===== src/rtl/seq_gen_10110.sv =====
// Serial 10110 pattern transmitter: emits PAT MSB-first once per bit-enable for a
// programmable number of repetitions, concatenated or overlapped, from a registered Moore FSM.
module seq_gen_10110 #(
   parameter logic [4:0] PAT     = 5'b10110,
   parameter int         PAT_LEN = 5,
   parameter int         OVL     = 2,
   parameter int         REP_W   = 4
) (
   input  logic             clk,
   input  logic             rst,
   input  logic             start,
   input  logic             en,
   input  logic             overlap,
   input  logic [REP_W-1:0] rep_cnt,
   output logic             seq_out,
   output logic             seq_valid,
   output logic             busy,
   output logic             done
);

   typedef enum logic [1:0] {
      IDLE = 2'b00,
      SEND = 2'b01,
      DONE = 2'b10
   } state_t;

   localparam logic [2:0]       LAST_IDX = 3'(PAT_LEN - 1);
   localparam logic [2:0]       OVL_IDX  = 3'(OVL);
   localparam logic [REP_W-1:0] REP_ONE  = REP_W'(1);

   state_t           state_r;
   logic [2:0]       bit_idx_r;
   logic [REP_W-1:0] reps_left_r;
   logic             ovl_q_r;
   logic             seq_out_r;
   logic             seq_valid_r;
   logic             busy_r;
   logic             done_r;

   // Pattern bit presented at a given index, MSB first.
   function automatic logic pat_bit(input logic [2:0] idx);
      logic [2:0] pos;
      pos = LAST_IDX - idx;
      return PAT[pos];
   endfunction

   // Index at which the next repetition resumes; overlapped reps skip the shared prefix.
   function automatic logic [2:0] rep_start_idx(input logic ovl);
      return ovl ? OVL_IDX : 3'd0;
   endfunction

   // Frame sequencing; outputs are registered alongside the state they decode.
   always_ff @(posedge clk or posedge rst) begin
      if (rst) begin
         state_r     <= IDLE;
         bit_idx_r   <= 3'd0;
         reps_left_r <= {REP_W{1'b0}};
         ovl_q_r     <= 1'b0;
         seq_out_r   <= 1'b0;
         seq_valid_r <= 1'b0;
         busy_r      <= 1'b0;
         done_r      <= 1'b0;
      end else begin
         case (state_r)
            IDLE: begin
               done_r <= 1'b0;
               if (start) begin
                  state_r     <= SEND;
                  ovl_q_r     <= overlap;
                  reps_left_r <= (rep_cnt == {REP_W{1'b0}}) ? REP_ONE : rep_cnt;
                  bit_idx_r   <= 3'd0;
                  seq_out_r   <= pat_bit(3'd0);
                  seq_valid_r <= 1'b1;
                  busy_r      <= 1'b1;
               end else begin
                  seq_out_r   <= 1'b0;
                  seq_valid_r <= 1'b0;
                  busy_r      <= 1'b0;
               end
            end
            SEND: begin
               if (en) begin
                  if (bit_idx_r < LAST_IDX) begin
                     bit_idx_r <= bit_idx_r + 3'd1;
                     seq_out_r <= pat_bit(bit_idx_r + 3'd1);
                  end else if (reps_left_r > REP_ONE) begin
                     reps_left_r <= reps_left_r - REP_ONE;
                     bit_idx_r   <= rep_start_idx(ovl_q_r);
                     seq_out_r   <= pat_bit(rep_start_idx(ovl_q_r));
                  end else begin
                     state_r     <= DONE;
                     seq_out_r   <= 1'b0;
                     seq_valid_r <= 1'b0;
                     busy_r      <= 1'b0;
                     done_r      <= 1'b1;
                  end
               end else begin
                  state_r <= SEND;
               end
            end
            DONE: begin
               state_r     <= IDLE;
               seq_out_r   <= 1'b0;
               seq_valid_r <= 1'b0;
               busy_r      <= 1'b0;
               done_r      <= 1'b0;
            end
            default: begin
               state_r     <= IDLE;
               bit_idx_r   <= 3'd0;
               seq_out_r   <= 1'b0;
               seq_valid_r <= 1'b0;
               busy_r      <= 1'b0;
               done_r      <= 1'b0;
            end
         endcase
      end
   end

   assign seq_out   = seq_out_r;
   assign seq_valid = seq_valid_r;
   assign busy      = busy_r;
   assign done      = done_r;

endmodule


===== config.mk =====
export PLATFORM = sky130hd
export DESIGN_NAME = seq_gen_10110
export DESIGN_NICKNAME = d
export VERILOG_FILES = /design/src/rtl/seq_gen_10110.sv
export SDC_FILE = /design/constraint.sdc
export NUM_CORES = 1
export LEC_CHECK = 0
export BUFFER_PORTS_ARGS = -buffer_cell sky130_fd_sc_hd__clkbuf_2
export CAP_MARGIN = 20
export CORE_UTILIZATION = 57
export CTS_BUF_LIST = sky130_fd_sc_hd__clkbuf_8
export DETAILED_ROUTE_END_ITERATION = 8
export PLACE_DENSITY = 0.8
export SYNTH_ARGS = -nofsm -noshare
export SYNTH_HDL_FRONTEND = slang
export SYNTH_SLANG_ARGS = --single-unit

===== constraint.sdc =====
create_clock -name clk -period 1.9 [get_ports clk]
set_input_delay 0 -clock clk [delete_from_list [all_inputs] [get_ports clk]]
set_output_delay 0 -clock clk [all_outputs]
set_load 0.05 [all_outputs]

==> key figures, run 1 <==
Run status
  – Outcome: finished, final reports clean

Layout
  – Utilization of the core after routing: between 70% and 80%
  – Fill count: about 110
  – N_diodes: 0
  – Fraction of final layout cells with drive strength greater than 1: 24.5%
  – Area growth, synth to finish: 14.8%
  – Filler-free cell count of the finished design: approximately 110
  – Register cell area after layout: 325 um2
  – Number of nets in the layout: 112
  – Area taken by multi-input logic gates: ~420 um2

Detailed routing
  – Wire length on met1: ~780 um
  – Vias: 709
  – Detail Route Antenna Nets: 0
  – Violation count after the first detailed-route iteration: 26
  – Routed len/inst: 15.4 um
  – Avg Vias per Cell: 6.27
  – DRC violations left: 0
  – Number of optimization iterations in the first detailed-route pass: 4
  – Routed met2 length: about 830 um
  – Highest metal layer with signal wires: met4
  – Total wirelength of the detailed-routed design: about 1.7 mm
  – Met3 WL: roughly 89 um

Yosys
  – Synth top cells by count: 13 x sky130_fd_sc_hd__dfrtp_1, 7 x sky130_fd_sc_hd__inv_1, 7 x sky130_fd_sc_hd__nor2_1
  – Share of async-settable or async-resettable flops after synthesis: 100%
  – Number of library cell types mapped by synthesis: 40
  – Number of synthesis warnings: 0
  – Share of Yosys cell area claimed by the top area cell type: about two fifths
  – Net count after synthesis: 97
  – Post-Syn Instances: 84
  – Primary flip-flop cell chosen by synthesis mapping: sky130_fd_sc_hd__dfrtp_1
  – Portion of the post-synthesis area used by sequential elements: 40.4%
  – Library cell with the highest instance count after synthesis: sky130_fd_sc_hd__dfrtp_1
  – Synthesized area: 806 um2
  – Number of flops mapped to enable cells by yosys: 0
  – Number of register bits inferred by synthesis: 13
  – Synthesized area divided by synthesized cell count: 9.59 um2
  – Most area-consuming cells after synthesis: sky130_fd_sc_hd__dfrtp_1 40%, sky130_fd_sc_hd__ha_1 6.2%, sky130_fd_sc_hd__a2111oi_2 3.7%
  – Cell type with the largest total area after synthesis: sky130_fd_sc_hd__dfrtp_1

Setup path
  – Crit Path Category: reg -> reg
  – Slowest stage cell on the critical path: sky130_fd_sc_hd__dfrtp_1
  – Critical path data required time: 2040 ps
  – Delay of the slowest critical-path stage: around 400 ps
  – Cells traversed along the worst timing path: inv_1 -> ha_1 -> nor2_1 -> nand3b_1 -> o21ai_1 -> a2111oi_2
  – Arrival time of data at the critical path endpoint: 1870 ps
  – Largest fanout on the critical path: 5
  – Nature of the critical path startpoint: flip-flop
  – Worst path buffer plus inverter count: 1
  – Kind of end point of the critical path: flip-flop
  – Largest delay contributor family on the critical path: compound AO/OA/AOI/OAI gates

Clock network
  – Count of buffers added by post-CTS timing repair for setup: 0
  – CTS resizes: 0
  – CTS buffer count: 3
  – Clock Path Buffers: 2
  – CTS tree: done
  – Maximum level of the CTS H-tree: 1
  – Post-CTS Hold Fix Bufs: 2
  – Cell at the root of the clock tree: sky130_fd_sc_hd__clkbuf_8
  – Clock-pin slew on the worst setup and hold paths: ~50 ps
  – Clock Sink Count: 13
  – Source-to-sink clock delay at the later pin of the worst-skew pair: ~240 ps

Power
  – Clock power share: 16.3%
  – Leakage component of the power: 0.431 nW
  – Net switching share of the total power: around 44%
  – Sequential group share of total power: 32.5%
  – Cell internal power dissipation: about 0.00084 W
  – Total power density per cell area: ~1600 nW/um2
  – Switching power summed over all nets: 0.000659 W
  – Peak ir drop on the vdd network: between 800 and 900 uV
  – Gate power share: 51.1%
  – Overall power consumption: 0.00149 W

Global route
  – Overall overflow remaining after global route: 0
  – Initial antenna violation count: 0
  – Global-route total usage across every layer: roughly 27%
  – Wire length of the first global-routing pass: 2.84 mm
  – Via count of the first global-routing pass: 638
  – Maximum number of pins on one net before global-route repair: 14

Floorplanning
  – Die outline height: roughly 40 um
  – Count of pins on the block boundary: 13
  – Initial Utilization: 61.9%
  – Row cnt: 13
  – Width of the die: 39.6 um
  – CORE AREA: 1300 um2
  – Total Die Area: around 1600 um2

Placed design
  – Total placed cells including tap cells: 107
  – Worst-case setup slack after placement: 217 ps
  – Routability congestion estimate: 0.811
  – Number of input and output port buffers inserted: 12
  – Final HPWL DP: 1.30 mm

Timing
  – Portion of the clock cycle consumed by the worst path in the final layout: between 90% and 100%
  – RSZ-0062 raised after global routing: no
  – Setup slack of the critical path after layout: approximately 160 ps
  – Endpoints failing hold: 0
  – Total negative setup slack: 0 ps
  – Fin. max-slew vios: 0
  – Worst rel slew slack: around two thirds
  – Max Clock Skew: 0.634 ps
  – Tightest Pin Transition: 498 ps
  – Min Clock Period, post-route: around 1700 ps
  – Maximum clock frequency: just under 0.6 GHz
  – Count of endpoints failing setup in the final report: 0

Worst hold path
  – Type of the most critical hold path: in -> reg

Job
  – Number of max-cap violations: 0
layer usage:
layer | vias up | track usage, %
li1 | 338 | -
met1 | 341 | 34.0
met2 | 25 | 47.5
met3 | 5 | 3.41
met4 | 0 | 10.3
met5 | - | 0
cell families (layout without fill, tap and decap cells):
group                    after synthesis  after routing  synth area share (%)
buffers and inverters                 12             26                  7.30
XOR/XNOR                               1              1                  1.09
flip-flops                            13             13                  40.4
adder cells (fa/ha/maj)                4              4                  6.21
multiplexers                           1              1                  1.40
AND/OR/NAND/NOR                       25             25                  15.4
AO/OA/AOI/OAI                         28             28                  28.3
worst register-to-register path, delay by kind of cell, from the launching register on:
family / cells / cell delay, ps
fa+ha+maj: 1 / 250
simple gates: 2 / 440
compound gates: 2 / 470
flops: 1 / 410
buf+inv: 1 / 70
worst paths after layout:
path / from / to / slack [ps] / cells past startpoint
worst max-delay path: reps_left_r[0] / seq_out / 160 / 6
worst min-delay path: rep_cnt[1] / reps_left_r[1] / 40 / 2
worst max register to register: reps_left_r[0] / seq_out / 160 / 6
worst min register to register: bit_idx_r[1] / bit_idx_r[1] / 490 / 1
max in group asynchronous: rst / busy / 1250 / 3
min in group asynchronous: rst / done / 320 / 3
final cells by class:
cell class,instances,share of cell area (%)
Tap cell,15,2.03
Inverter,7,2.84
Multi-Input combinational cell,59,45.6
Clock buffer,3,4.47
Timing Repair Buffer,15,9.47
Sequential cell,13,35.2
Clock inverter,1,0.406
cell usage in the layout, fill, tap and decap left out, types with 2 or more instances in the layout:
cell	synthesis	final
sky130_fd_sc_hd__nor2b_1	3	3
sky130_fd_sc_hd__ha_1	4	4
sky130_fd_sc_hd__o21ai_0	4	4
sky130_fd_sc_hd__a2111oi_2	2	2
sky130_fd_sc_hd__o21ai_1	2	2
sky130_fd_sc_hd__inv_1	7	8
sky130_fd_sc_hd__o221ai_1	2	2
sky130_fd_sc_hd__nand2_1	5	5
sky130_fd_sc_hd__clkbuf_8	0	3
sky130_fd_sc_hd__dfrtp_1	13	13
sky130_fd_sc_hd__a31oi_1	2	2
sky130_fd_sc_hd__nor2_1	7	7
sky130_fd_sc_hd__nor3_1	4	4
sky130_fd_sc_hd__clkbuf_2	0	12
sky130_fd_sc_hd__dlygate4sd3_1	0	2
stage by stage:
| step | instance area [um2] | hold slack [ps] |
|---|---|---|
| floorplan | 806 | -123 |
| global placement | 860 | 28.3 |
| detailed placement | 860 | 28.9 |
| CTS | 925 | 23.6 |
| global route | 925 | 46.9 |
| finish | 925 | 38.2 |
state kept, by name, summed over array words and instances (netlist names):
signal	count
reps_left_r	4
bit_idx_r	3
state_r	2
busy	1
done	1
ovl_q_r	1
seq_out	1
power groups by stage:
stage | sequential, W | combinational, W | clock [W]
5_1_grt | 0.000500 | 0.000839 | 0.000258
3_3_place_gp | 0.000484 | 0.000730 | 0
2_1_floorplan | 0.000548 | 0.000550 | 0
3_5_place_dp | 0.000491 | 0.000755 | 0
4_1_cts | 0.000485 | 0.000764 | 0.000246
6_report | 0.000486 | 0.000764 | 0.000244
No activity file was read; power rests on OpenSTA's default activity.
==> run 2, diff against run 1 <==
- PLACE_DENSITY: 0.8 -> unset
- PLACE_DENSITY_LB_ADDON: unset -> 0.08
- RECOVER_POWER: unset -> 100
==> run 2 against run 1 <==
  * Global-route usage is 2.1 points lower
  * Count of clock-buffer cells in the layout stayed put
  * Setup slack better by 31 ps
  * Critical path depth stayed put
  * Sequential power is 2% higher
  * Die area stayed put
  * Via count is 0.71% lower
  * Clock power is 3% lower
  * Combinational power is 3.3% lower
  * Critical path type unchanged
==> key figures, run 2 (synthesized netlist as in run 1, its figures left out) <==
Power
  – Cell internal power dissipation: 0.000821 W (-1.8%)
  – Clock power share: 16.1% (-0.2 points)
  – Gate power share: 50.2% (-0.9 points)
  – Sequential group share of total power: 33.7% (+1.2 points)
  – Total power density per cell area: 1620 nW/um2 (+0.40%)
  – Peak ir drop on the vdd network: 977 uV (+13%)
  – Net switching share of the total power: 44.2% (+0.15 points)
  – Leakage component of the power: 0.412 nW (-4.4%)
  – Switching power summed over all nets: 0.000651 W (-1.2%)

Floorplanning
  – Die outline height: 39.6 um (unchanged)
  – Count of pins on the block boundary: 13 (unchanged)
  – Row cnt: 13 (unchanged)
  – Width of the die: 39.6 um (unchanged)
  – Total Die Area: 1570 um2 (unchanged)
  – CORE AREA: 1300 um2 (unchanged)
  – Initial Utilization: 61.9% (unchanged)

Clock network
  – Count of buffers added by post-CTS timing repair for setup: 0 (unchanged)
  – Source-to-sink clock delay at the later pin of the worst-skew pair: 240 ps (about the same)
  – Maximum level of the CTS H-tree: 1 (unchanged)
  – Clock Path Buffers: 2 (unchanged)
  – Clock Sink Count: 13 (unchanged)
  – CTS buffer count: 3 (unchanged)
  – CTS resizes: 0 (unchanged)
  – Clock-pin slew on the worst setup and hold paths: 60 ps (about the same)
  – Post-CTS Hold Fix Bufs: 1 (-1)
  – Cell at the root of the clock tree: sky130_fd_sc_hd__clkbuf_8
  – CTS tree: done

Job
  – Number of max-cap violations: 0 (unchanged)

Layout
  – Leading cell types in the layout, fill and taps excluded: 13 x sky130_fd_sc_hd__dfrtp_1, 8 x sky130_fd_sc_hd__inv_1, 8 x sky130_fd_sc_hd__clkbuf_2, 7 x sky130_fd_sc_hd__nor2_1, 5 x sky130_fd_sc_hd__nand2_1
  – Largest register FFs: 4 (unchanged)
  – N_diodes: 0 (unchanged)
  – Commonest non-fill, non-tap cell in the layout: sky130_fd_sc_hd__dfrtp_1
  – Fill count: 116 (+10%)
  – Largest registers ranked by flip-flop count: reps_left_r: 4 flops, bit_idx_r: 3 flops, state_r: 2 flops
  – Area growth, synth to finish: 12.6%
  – Fraction of final layout cells with drive strength greater than 1: 19.6% (-4.9 points)
  – Register with the highest flop count: reps_left_r
  – Number of nets in the layout: 111 (-0.89%)

Setup path
  – Critical path data required time: 2030 ps (about the same)
  – Largest fanout on the critical path: 5 (unchanged)
  – Crit Path Category: reg -> reg
  – Nature of the critical path startpoint: flip-flop
  – Kind of end point of the critical path: flip-flop
  – Arrival time of data at the critical path endpoint: 1830 ps (-40 ps)

Global route
  – Wire length of the first global-routing pass: 2.53 mm (-11%)
  – Initial antenna violation count: 0 (unchanged)
  – Overall overflow remaining after global route: 0 (unchanged)
  – Maximum number of pins on one net before global-route repair: 14 (unchanged)
  – Global-route total usage across every layer: 25.3% (-2.1 points)
  – Via count of the first global-routing pass: 579 (-9.2%)

Run status
  – Outcome: finished, final reports clean

Timing
  – Tightest Pin Transition: 596 ps (+98.6 ps)
  – Fin. max-slew vios: 0 (unchanged)
  – Portion of the clock cycle consumed by the worst path in the final layout: 89.7% (-1.6 points)
  – Maximum clock frequency: 0.587 GHz (+1.8%)
  – RSZ-0062 raised after global routing: no
  – Min Clock Period, post-route: 1700 ps (-31.1 ps)
  – Worst rel slew slack: 60.4% (-6.3 points)
  – Hold slack final: 5.65 ps (-32.5 ps)
  – Max Clock Skew: 7.28 ps (+6.65 ps)
  – Count of endpoints failing setup in the final report: 0 (unchanged)
  – Endpoints failing hold: 0 (unchanged)
  – Total negative setup slack: 0 ps (unchanged)

Detailed routing
  – Detail Route Antenna Nets: 0 (unchanged)
  – Routed len/inst: 15.2 um (-1.2%)
  – Vias: 704 (-0.71%)
  – Total wirelength of the detailed-routed design: 1.70 mm (-2.1%)
  – Violation count after the first detailed-route iteration: 31 (+19%)
  – Avg Vias per Cell: 6.29 (+0.18%)
  – Number of optimization iterations in the first detailed-route pass: 4 (unchanged)
  – DRC violations left: 0 (unchanged)

Worst hold path
  – Type of the most critical hold path: in -> reg

Placed design
  – Final HPWL DP: 1.32 mm (+2.2%)
  – Number of input and output port buffers inserted: 12 (unchanged)
  – Routability congestion estimate: 0.902 (+11%)
-- run 2: cell count changes in the layout (fill, tap and decap cells not counted), sizes merged --
| cell | change |
|---|---|
| dlygate4sd3 | -1 |
-- run 2: stage by stage --
| step | area, um2 | util (%) | worst slack [ps] | std cells | total power [W] |
|---|---|---|---|---|---|
| finish | 907 | 69.7 | 196 | 112 | 0.00147 |
| global route | 907 | 69.7 | 77.9 | 112 | 0.00157 |
| CTS | 915 | 70.3 | 219 | 112 | 0.00149 |
| detailed placement | 860 | 66.1 | 239 | 107 | 0.00124 |
| global placement | 860 | 66.1 | 264 | 107 | 0.00122 |
| floorplan | 806 | - | 391 | 84 | 0.00110 |
-- run 2: power groups by stage --
stage               sequential, W  combinational, W  clock, W
global route             0.000505          0.000811  0.000256
global placement         0.000488          0.000734         0
floorplan                0.000548          0.000550         0
finish                   0.000495          0.000739  0.000237
detailed placement       0.000497          0.000748         0
CTS                      0.000490          0.000752  0.000244
-- run 2: critical path, stage by stage (launching register included) --
cell and delay, ps:
sky130_fd_sc_hd__dfrtp_1 420, sky130_fd_sc_hd__inv_1 60, sky130_fd_sc_hd__ha_1 230, sky130_fd_sc_hd__nor2_1 200, sky130_fd_sc_hd__nand3b_1 210, sky130_fd_sc_hd__o21ai_1 110, sky130_fd_sc_hd__a2111oi_2 350
-- run 2: path summary, 6_finish.rpt --
| kind | slack (ps) | startpoint | end | depth (start not counted) |
|---|---|---|---|---|
| worst min register to register | 490 | done | done | 1 |
| max in group asynchronous | 1260 | rst | reps_left_r[2] | 3 |
| worst max register to register | 200 | reps_left_r[0] | seq_out | 6 |
| worst min-delay path | 6 | overlap | ovl_q_r | 2 |
| worst max-delay path | 200 | reps_left_r[0] | seq_out | 6 |
| min in group asynchronous | 300 | rst | bit_idx_r[0] | 3 |
-- run 2: final cells by class --
cell class | instances | area [um2] | area share, %
clock inverters | 1 | 3.75 | 0.414
flip-flops and latches | 13 | 325 | 35.9
multi-input cells | 59 | 419 | 46.2
clock buffers | 3 | 41.3 | 4.55
repair buffers | 14 | 72.6 | 8.00
inverters | 7 | 26.3 | 2.90
well taps | 15 | 18.8 | 2.07
-- run 2: per-layer routing --
metal	track usage, %	part of all wire (%)	wire, um
met5	0	0	0
met4	4.31	0	0
met3	10.2	7.2	122
met2	40.2	48	816
met1	32.3	45	765
